<file path="src/rtl/decode_ctrl_seq.sv">
// decode_ctrl_seq: registered RV32I/Zicsr/MRET decoder and control sequencer.
// Define DECODE_M_EXT_EN to enable M-extension decode and the multi-cycle MDU wait path.
module decode_ctrl_seq #(
    parameter int unsigned ALUOP_W = 5,
    parameter int unsigned MUL_LAT = 2,
    parameter int unsigned DIV_LAT = 33
) (
    input  logic               clk,
    input  logic               rst_n,
    input  logic               instr_valid,
    input  logic [31:0]        instr,
    input  logic               flush,
    output logic               stall_o,
    output logic               ctrl_valid,
    output logic               illegal_instr,
    output logic               rf_write,
    output logic               use_imm,
    output logic               csr_rd,
    output logic               csr_wr,
    output logic               is_mret,
    output logic [2:0]         extend_sel,
    output logic [2:0]         br_type,
    output logic [1:0]         sel_pc,
    output logic [1:0]         wdata_sel,
    output logic [ALUOP_W-1:0] alu_op,
    output logic               mdu_start,
    output logic [2:0]         mdu_op,
    output logic               mdu_abort
);

`ifdef DECODE_M_EXT_EN
    localparam bit MExtEn = 1'b1;
`else
    localparam bit MExtEn = 1'b0;
`endif

    localparam int unsigned MaxLat = (DIV_LAT > MUL_LAT) ? DIV_LAT : MUL_LAT;
    localparam int unsigned CntW   = (MaxLat > 1) ? $clog2(MaxLat) : 1;

    localparam logic [6:0] OpReg    = 7'b0110011;
    localparam logic [6:0] OpImm    = 7'b0010011;
    localparam logic [6:0] OpLoad   = 7'b0000011;
    localparam logic [6:0] OpStore  = 7'b0100011;
    localparam logic [6:0] OpLui    = 7'b0110111;
    localparam logic [6:0] OpAuipc  = 7'b0010111;
    localparam logic [6:0] OpJal    = 7'b1101111;
    localparam logic [6:0] OpJalr   = 7'b1100111;
    localparam logic [6:0] OpBranch = 7'b1100011;
    localparam logic [6:0] OpSystem = 7'b1110011;

    localparam logic [ALUOP_W-1:0] AluAdd  = ALUOP_W'(0);
    localparam logic [ALUOP_W-1:0] AluSub  = ALUOP_W'(1);
    localparam logic [ALUOP_W-1:0] AluOr   = ALUOP_W'(2);
    localparam logic [ALUOP_W-1:0] AluXor  = ALUOP_W'(3);
    localparam logic [ALUOP_W-1:0] AluAnd  = ALUOP_W'(4);
    localparam logic [ALUOP_W-1:0] AluSlt  = ALUOP_W'(5);
    localparam logic [ALUOP_W-1:0] AluSltu = ALUOP_W'(6);
    localparam logic [ALUOP_W-1:0] AluSll  = ALUOP_W'(7);
    localparam logic [ALUOP_W-1:0] AluSrl  = ALUOP_W'(8);
    localparam logic [ALUOP_W-1:0] AluSra  = ALUOP_W'(9);
    localparam logic [ALUOP_W-1:0] AluMul  = ALUOP_W'(10);

    typedef struct packed {
        logic               illegal;
        logic               rf_write;
        logic               use_imm;
        logic               csr_rd;
        logic               csr_wr;
        logic               is_mret;
        logic [2:0]         extend_sel;
        logic [2:0]         br_type;
        logic [1:0]         sel_pc;
        logic [1:0]         wdata_sel;
        logic [ALUOP_W-1:0] alu_op;
    } ctrl_t;

    typedef enum logic [0:0] {StIdle, StWait} state_e;

    logic [6:0] opcode;
    logic [6:0] func7;
    logic [2:0] func3;
    ctrl_t      dec;
    logic       dec_is_m;
    logic       unused_instr_bits;

    assign opcode = instr[6:0];
    assign func3  = instr[14:12];
    assign func7  = instr[31:25];
    assign unused_instr_bits = ^{instr[24:15], instr[11:7]};

    // Shared func3 -> ALU op map for R-type and I-type; callers override sub/sra.
    function automatic logic [ALUOP_W-1:0] base_alu(input logic [2:0] f3);
        case (f3)
            3'b000:  base_alu = AluAdd;
            3'b001:  base_alu = AluSll;
            3'b010:  base_alu = AluSlt;
            3'b011:  base_alu = AluSltu;
            3'b100:  base_alu = AluXor;
            3'b101:  base_alu = AluSrl;
            3'b110:  base_alu = AluOr;
            default: base_alu = AluAnd;
        endcase
    endfunction

    always_comb begin
        dec      = '0;
        dec_is_m = 1'b0;
        case (opcode)
            OpReg: begin
                dec.rf_write = 1'b1;
                if (func7 == 7'h00) begin
                    dec.alu_op = base_alu(func3);
                end else if (func7 == 7'h20 && func3 == 3'b000) begin
                    dec.alu_op = AluSub;
                end else if (func7 == 7'h20 && func3 == 3'b101) begin
                    dec.alu_op = AluSra;
                end else if (MExtEn && func7 == 7'h01) begin
                    dec_is_m   = 1'b1;
                    dec.alu_op = AluMul + ALUOP_W'(func3);
                end else begin
                    dec.illegal = 1'b1;
                end
            end
            OpImm: begin
                dec.rf_write = 1'b1;
                dec.use_imm  = 1'b1;
                dec.alu_op   = base_alu(func3);
                if (func3 == 3'b001 || func3 == 3'b101) begin
                    dec.extend_sel = 3'd2;
                    if (func3 == 3'b101 && func7 == 7'h20) begin
                        dec.alu_op = AluSra;
                    end else if (func7 != 7'h00) begin
                        dec.illegal = 1'b1;
                    end
                end
            end
            OpLoad: begin
                dec.rf_write  = 1'b1;
                dec.use_imm   = 1'b1;
                dec.wdata_sel = 2'd1;
            end
            OpStore: begin
                dec.use_imm    = 1'b1;
                dec.extend_sel = 3'd1;
            end
            OpLui, OpAuipc: begin
                dec.rf_write   = 1'b1;
                dec.use_imm    = 1'b1;
                dec.extend_sel = 3'd3;
                dec.sel_pc     = (opcode == OpLui) ? 2'd2 : 2'd1;
            end
            OpJal, OpJalr: begin
                dec.rf_write   = 1'b1;
                dec.use_imm    = 1'b1;
                dec.br_type    = 3'd7;
                dec.wdata_sel  = 2'd2;
                dec.extend_sel = (opcode == OpJal) ? 3'd5 : 3'd0;
                dec.sel_pc     = (opcode == OpJal) ? 2'd1 : 2'd0;
            end
            OpBranch: begin
                dec.use_imm    = 1'b1;
                dec.extend_sel = 3'd4;
                dec.sel_pc     = 2'd1;
                case (func3)
                    3'b000:  dec.br_type = 3'd1;
                    3'b001:  dec.br_type = 3'd2;
                    3'b100:  dec.br_type = 3'd3;
                    3'b101:  dec.br_type = 3'd4;
                    3'b110:  dec.br_type = 3'd5;
                    3'b111:  dec.br_type = 3'd6;
                    default: dec.illegal = 1'b1;
                endcase
            end
            OpSystem: begin
                if (func3 == 3'b000) begin
                    dec.is_mret = 1'b1;
                end else if (func3 == 3'b100) begin
                    dec.illegal = 1'b1;
                end else begin
                    dec.rf_write  = 1'b1;
                    dec.csr_rd    = 1'b1;
                    dec.csr_wr    = 1'b1;
                    dec.wdata_sel = 2'd3;
                end
            end
            default: dec.illegal = 1'b1;
        endcase
        if (dec.illegal) begin
            dec.rf_write = 1'b0;
            dec.csr_wr   = 1'b0;
            dec.br_type  = 3'd0;
        end
    end

    state_e          state_q, state_d;
    logic [CntW-1:0] cnt_q, cnt_d;
    ctrl_t           ctrl_q, ctrl_d;
    logic            valid_q, valid_d;
    logic            stall_q, stall_d;
    logic            start_q, start_d;
    logic            abort_q, abort_d;
    logic [2:0]      mdu_op_q, mdu_op_d;
    logic            accept;

    assign accept = instr_valid && !stall_q && !flush;

    always_comb begin
        state_d  = state_q;
        cnt_d    = cnt_q;
        ctrl_d   = ctrl_q;
        mdu_op_d = mdu_op_q;
        valid_d  = 1'b0;
        stall_d  = 1'b0;
        start_d  = 1'b0;
        abort_d  = 1'b0;
        unique case (state_q)
            StIdle: begin
                if (accept) begin
                    ctrl_d = dec;
                    if (dec_is_m) begin
                        state_d  = StWait;
                        cnt_d    = func3[2] ? CntW'(DIV_LAT - 1) : CntW'(MUL_LAT - 1);
                        start_d  = 1'b1;
                        stall_d  = 1'b1;
                        mdu_op_d = func3;
                    end else begin
                        valid_d = 1'b1;
                    end
                end
            end
            StWait: begin
                if (flush) begin
                    state_d = StIdle;
                    cnt_d   = '0;
                    abort_d = 1'b1;
                end else if (cnt_q == '0) begin
                    // Stall stays high through the ctrl_valid cycle so fetch holds one more beat.
                    state_d = StIdle;
                    valid_d = 1'b1;
                    stall_d = 1'b1;
                end else begin
                    cnt_d   = cnt_q - CntW'(1);
                    stall_d = 1'b1;
                end
            end
            default: state_d = StIdle;
        endcase
    end

    always_ff @(posedge clk or negedge rst_n) begin
        if (!rst_n) begin
            state_q  <= StIdle;
            cnt_q    <= '0;
            ctrl_q   <= '0;
            valid_q  <= 1'b0;
            stall_q  <= 1'b0;
            start_q  <= 1'b0;
            abort_q  <= 1'b0;
            mdu_op_q <= 3'd0;
        end else begin
            state_q  <= state_d;
            cnt_q    <= cnt_d;
            ctrl_q   <= ctrl_d;
            valid_q  <= valid_d;
            stall_q  <= stall_d;
            start_q  <= start_d;
            abort_q  <= abort_d;
            mdu_op_q <= mdu_op_d;
        end
    end

    assign stall_o       = stall_q;
    assign ctrl_valid    = valid_q;
    assign illegal_instr = ctrl_q.illegal;
    assign rf_write      = ctrl_q.rf_write;
    assign use_imm       = ctrl_q.use_imm;
    assign csr_rd        = ctrl_q.csr_rd;
    assign csr_wr        = ctrl_q.csr_wr;
    assign is_mret       = ctrl_q.is_mret;
    assign extend_sel    = ctrl_q.extend_sel;
    assign br_type       = ctrl_q.br_type;
    assign sel_pc        = ctrl_q.sel_pc;
    assign wdata_sel     = ctrl_q.wdata_sel;
    assign alu_op        = ctrl_q.alu_op;
    assign mdu_start     = start_q;
    assign mdu_op        = mdu_op_q;
    assign mdu_abort     = abort_q;

endmodule

</file>
<file path="config.mk">
export PLATFORM = sky130hd
export DESIGN_NAME = decode_ctrl_seq
export DESIGN_NICKNAME = d
export VERILOG_FILES = /design/src/rtl/decode_ctrl_seq.sv
export SDC_FILE = /design/constraint.sdc
export NUM_CORES = 1
export LEC_CHECK = 0
export BUFFER_PORTS_ARGS = -buffer_cell sky130_fd_sc_hd__buf_4
export CAP_MARGIN = 20
export CORE_UTILIZATION = 49
export DETAILED_ROUTE_END_ITERATION = 12
export GPL_ROUTABILITY_DRIVEN = 0
export PLACE_DENSITY = 0.9
export SYNTH_ARGS = -nofsm -noshare
export SYNTH_HDL_FRONTEND = slang
export SYNTH_SLANG_ARGS = --single-unit
</file>
<file path="constraint.sdc">
create_clock -name clk -period 2.28 [get_ports clk]
set_clock_uncertainty 0.15 [all_clocks]
set_input_delay 0.228 -clock clk [delete_from_list [all_inputs] [get_ports clk]]
set_output_delay 0.228 -clock clk [all_outputs]
set_load 0.01 [all_outputs]
</file>
==> run metrics <==
Vert. Die Dim 62.24 um; Synth Area in Adders 0.02111; commonest non-fill, non-tap cell in the layout buf_4; pins over their slew limit 0; synthesized area per cell 9.165 um2; largest net degree at the start of global routing 31; fillers 310; first-pass GRT wire length 6624 um; Remaining DRCs 0; ratio of final minimum period to clock period 0.8519; I/O pin count 64; drt first-iter violations 56; Syn. warnings 0; maximum fanout along the worst path 24; ANT cells 0; total core area 0.003416 mm2; post-route ant nets 0; DP Wirelength 2737 um; Slew HR 0.6284; vias in the first global route 1489; GR Util All Layers 0.2176; part of the power in registers 0.521; Final Hold Vio Count 0; DR WL/cell 13.14 um; Tightest Pin Transition 555.3 ps; largest family of logic cells by synthesized area simple AND/OR/NAND/NOR gates; Inserted Clock Buffers 5; Sw Share 0.2742; crit path DAT 2020 ps; FF/Latch Area 750.7 um2; HP Class in2reg; Final Cell Area 0.002187 mm2; share of cells above drive strength 1 0.2875; area of the die 0.003873 mm2; clock network power share 0.321; Initial Util 0.5205; CTS tree built; Synth area leader dfrtp_1; commonest cells after routing, fill and taps aside buf_4 (47), nand2_1 (30), dfrtp_1 (30), nor2_1 (16), inv_1 (10); grt total ovfl 0; post-synthesis cell count 194; sequential area share after synthesis 0.4222; EDFF count, synth 0; area fraction of the dominant cell type after synthesis 0.4222; Die X-Extent 62.24 um; Via density 5.507; data required time of the critical path 2360 ps; max cap viols 0; Peak VDD IR 251.3 uV; Setup CP Type in2reg; Yosys cell types 54; Clock Latency Late Sink 340 ps; Synth async-reset ratio 1.000; max frequency 514.9 MHz; utilization after layout 0.6403; Worst setup EP type register; Area after DPL 0.002103 mm2; CTS clk-pin slew, worst paths 100 ps; postcts setup bufs 0; Fin Setup TNS 0 ps; xor/xnor cell area share of the yosys netlist 0.02252; Synth Register Bits 30; largest cells by area after synthesis dfrtp_1 (42%), nand2_1 (6.3%), nor2_1 (3.4%); via count 1575; clk sinks 30; Sw Pwr 291.2 uW; input/output buffers 43; RSZ-0062 raised after global routing no; cell area after synthesis 0.001778 mm2; Layout Nets 278; internal power 770.9 uW; P per Cell Area 485.6 mW/mm2; Clock Tree Buf Depth 2; Setup crit start kind input pin; row cnt 21; routed wire length 3759 um; root buffer cell clkbuf_4; fin crit period 1942 ps; first drt pass iteration count 4; antenna violations before repair 0; area of the multi-input gates 900.9 um2; Lkg Pwr 0.001066 uW; fraction of the mapped netlist area in compound gates 0.1787; outcome completed; combinational group share of total power 0.158; CTS H-Tree Depth 2; main flop type after synthesis dfrtp_1; simple-gate area share of the yosys netlist 0.2569; final hold slack 62.42 ps; Area Growth Syn to Fin 23.01%; final setup fails 0; post-synthesis mux area share 0.01689
==> stage by stage <==
step | power (uW) | std cells | worst slack, ps
6_report | 1062 | 286 | 337.7
4_1_cts | 1069 | 286 | 350.8
2_1_floorplan | 657.5 | 198 | 654.7
5_1_grt | 1115 | 286 | 237.5
3_3_place_gp | 725.4 | 276 | 523.7
3_5_place_dp | 729.3 | 276 | 514.7
==> Yosys cell counts (all sizes together) (2+ instances only) <==
cell type,count
ha,3
nor3,7
o211ai,2
or2,2
nand2b,4
a221oi,2
inv,10
nand3,8
a22o,2
nand2,30
buf,15
dfrtp,30
mux2i,3
o21ai,13
a31oi,6
a21oi,7
o31ai,2
nor2,17
nor4b,2
nor2b,2
==> area by class of cell <==
cell class                      instances  share of cell area
Clock buffer                            6             0.02346
Tap cell                               46             0.02632
Multi-Input combinational cell        142              0.4119
Timing Repair Buffer                   49              0.1705
Inverter                               11             0.01888
Clock inverter                          2            0.005721
Sequential cell                        30              0.3432
==> flip-flops by register name, summed over array words and instances, names as in the netlist, 2 cells and up <==
register / flops
wdata_sel: 2
extend_sel: 3
br_type: 3
alu_op: 4
sel_pc: 2
cnt_q: 6
==> power by group through the flow <==
| stage | clock network, uW | logic, uW | registers, uW |
|---|---|---|---|
| detailed placement | 0 | 166 | 564 |
| finish | 341 | 168 | 553 |
| floorplan | 0 | 88.1 | 569 |
| global route | 376 | 185 | 555 |
| CTS | 347 | 169 | 553 |
| global placement | 0 | 162 | 563 |
==> worst paths after layout <==
path	depth (start not counted)	endpoint	slack, ps	startpoint
max	6	use_imm	340	flush
min	3	sel_pc[1]	60	instr[5]
max reg2reg	4	use_imm	490	state_q
min reg2reg	2	extend_sel[1]	330	extend_sel[1]
max in group asynchronous	2	br_type[0]	1450	rst_n
min in group asynchronous	2	illegal_instr	240	rst_n
==> kinds of logic (layout without fill, tap and decap cells) <==
logic type,after synthesis,count (layout)
flip-flops,30,30
AO/OA/AOI/OAI,45,45
other,1,5
adder cells (fa/ha/maj),3,3
buffers and inverters,26,68
XOR/XNOR,3,3
AND/OR/NAND/NOR,83,83
multiplexers,3,3
==> critical path, stage by stage <==
cell           delay [ps]
dlygate4sd3_1         540
buf_4                 150
or4b_1                510
buf_4                 230
a2111oi_2             290
nor2_1                 80
==> layer usage <==
| metal | wire [um] | track usage | vias up |
|---|---|---|---|
| met5 | 0 | 0 | - |
| met4 | 97 | 0.1047 | 0 |
| met3 | 264 | 0.05331 | 9 |
| met2 | 1736 | 0.3269 | 69 |
| met1 | 1660 | 0.2944 | 724 |
| li1 | - | - | 773 |
==> timing repair <==
item / 4_1_cts / 5_1_grt
gates resized for setup: 0 / 0
hold buffers: 2 / 0
endpoints found under the setup margin: 0 / 0
endpoints found under the hold margin: 31 / 0
Power figures use the tool's default switching activity.
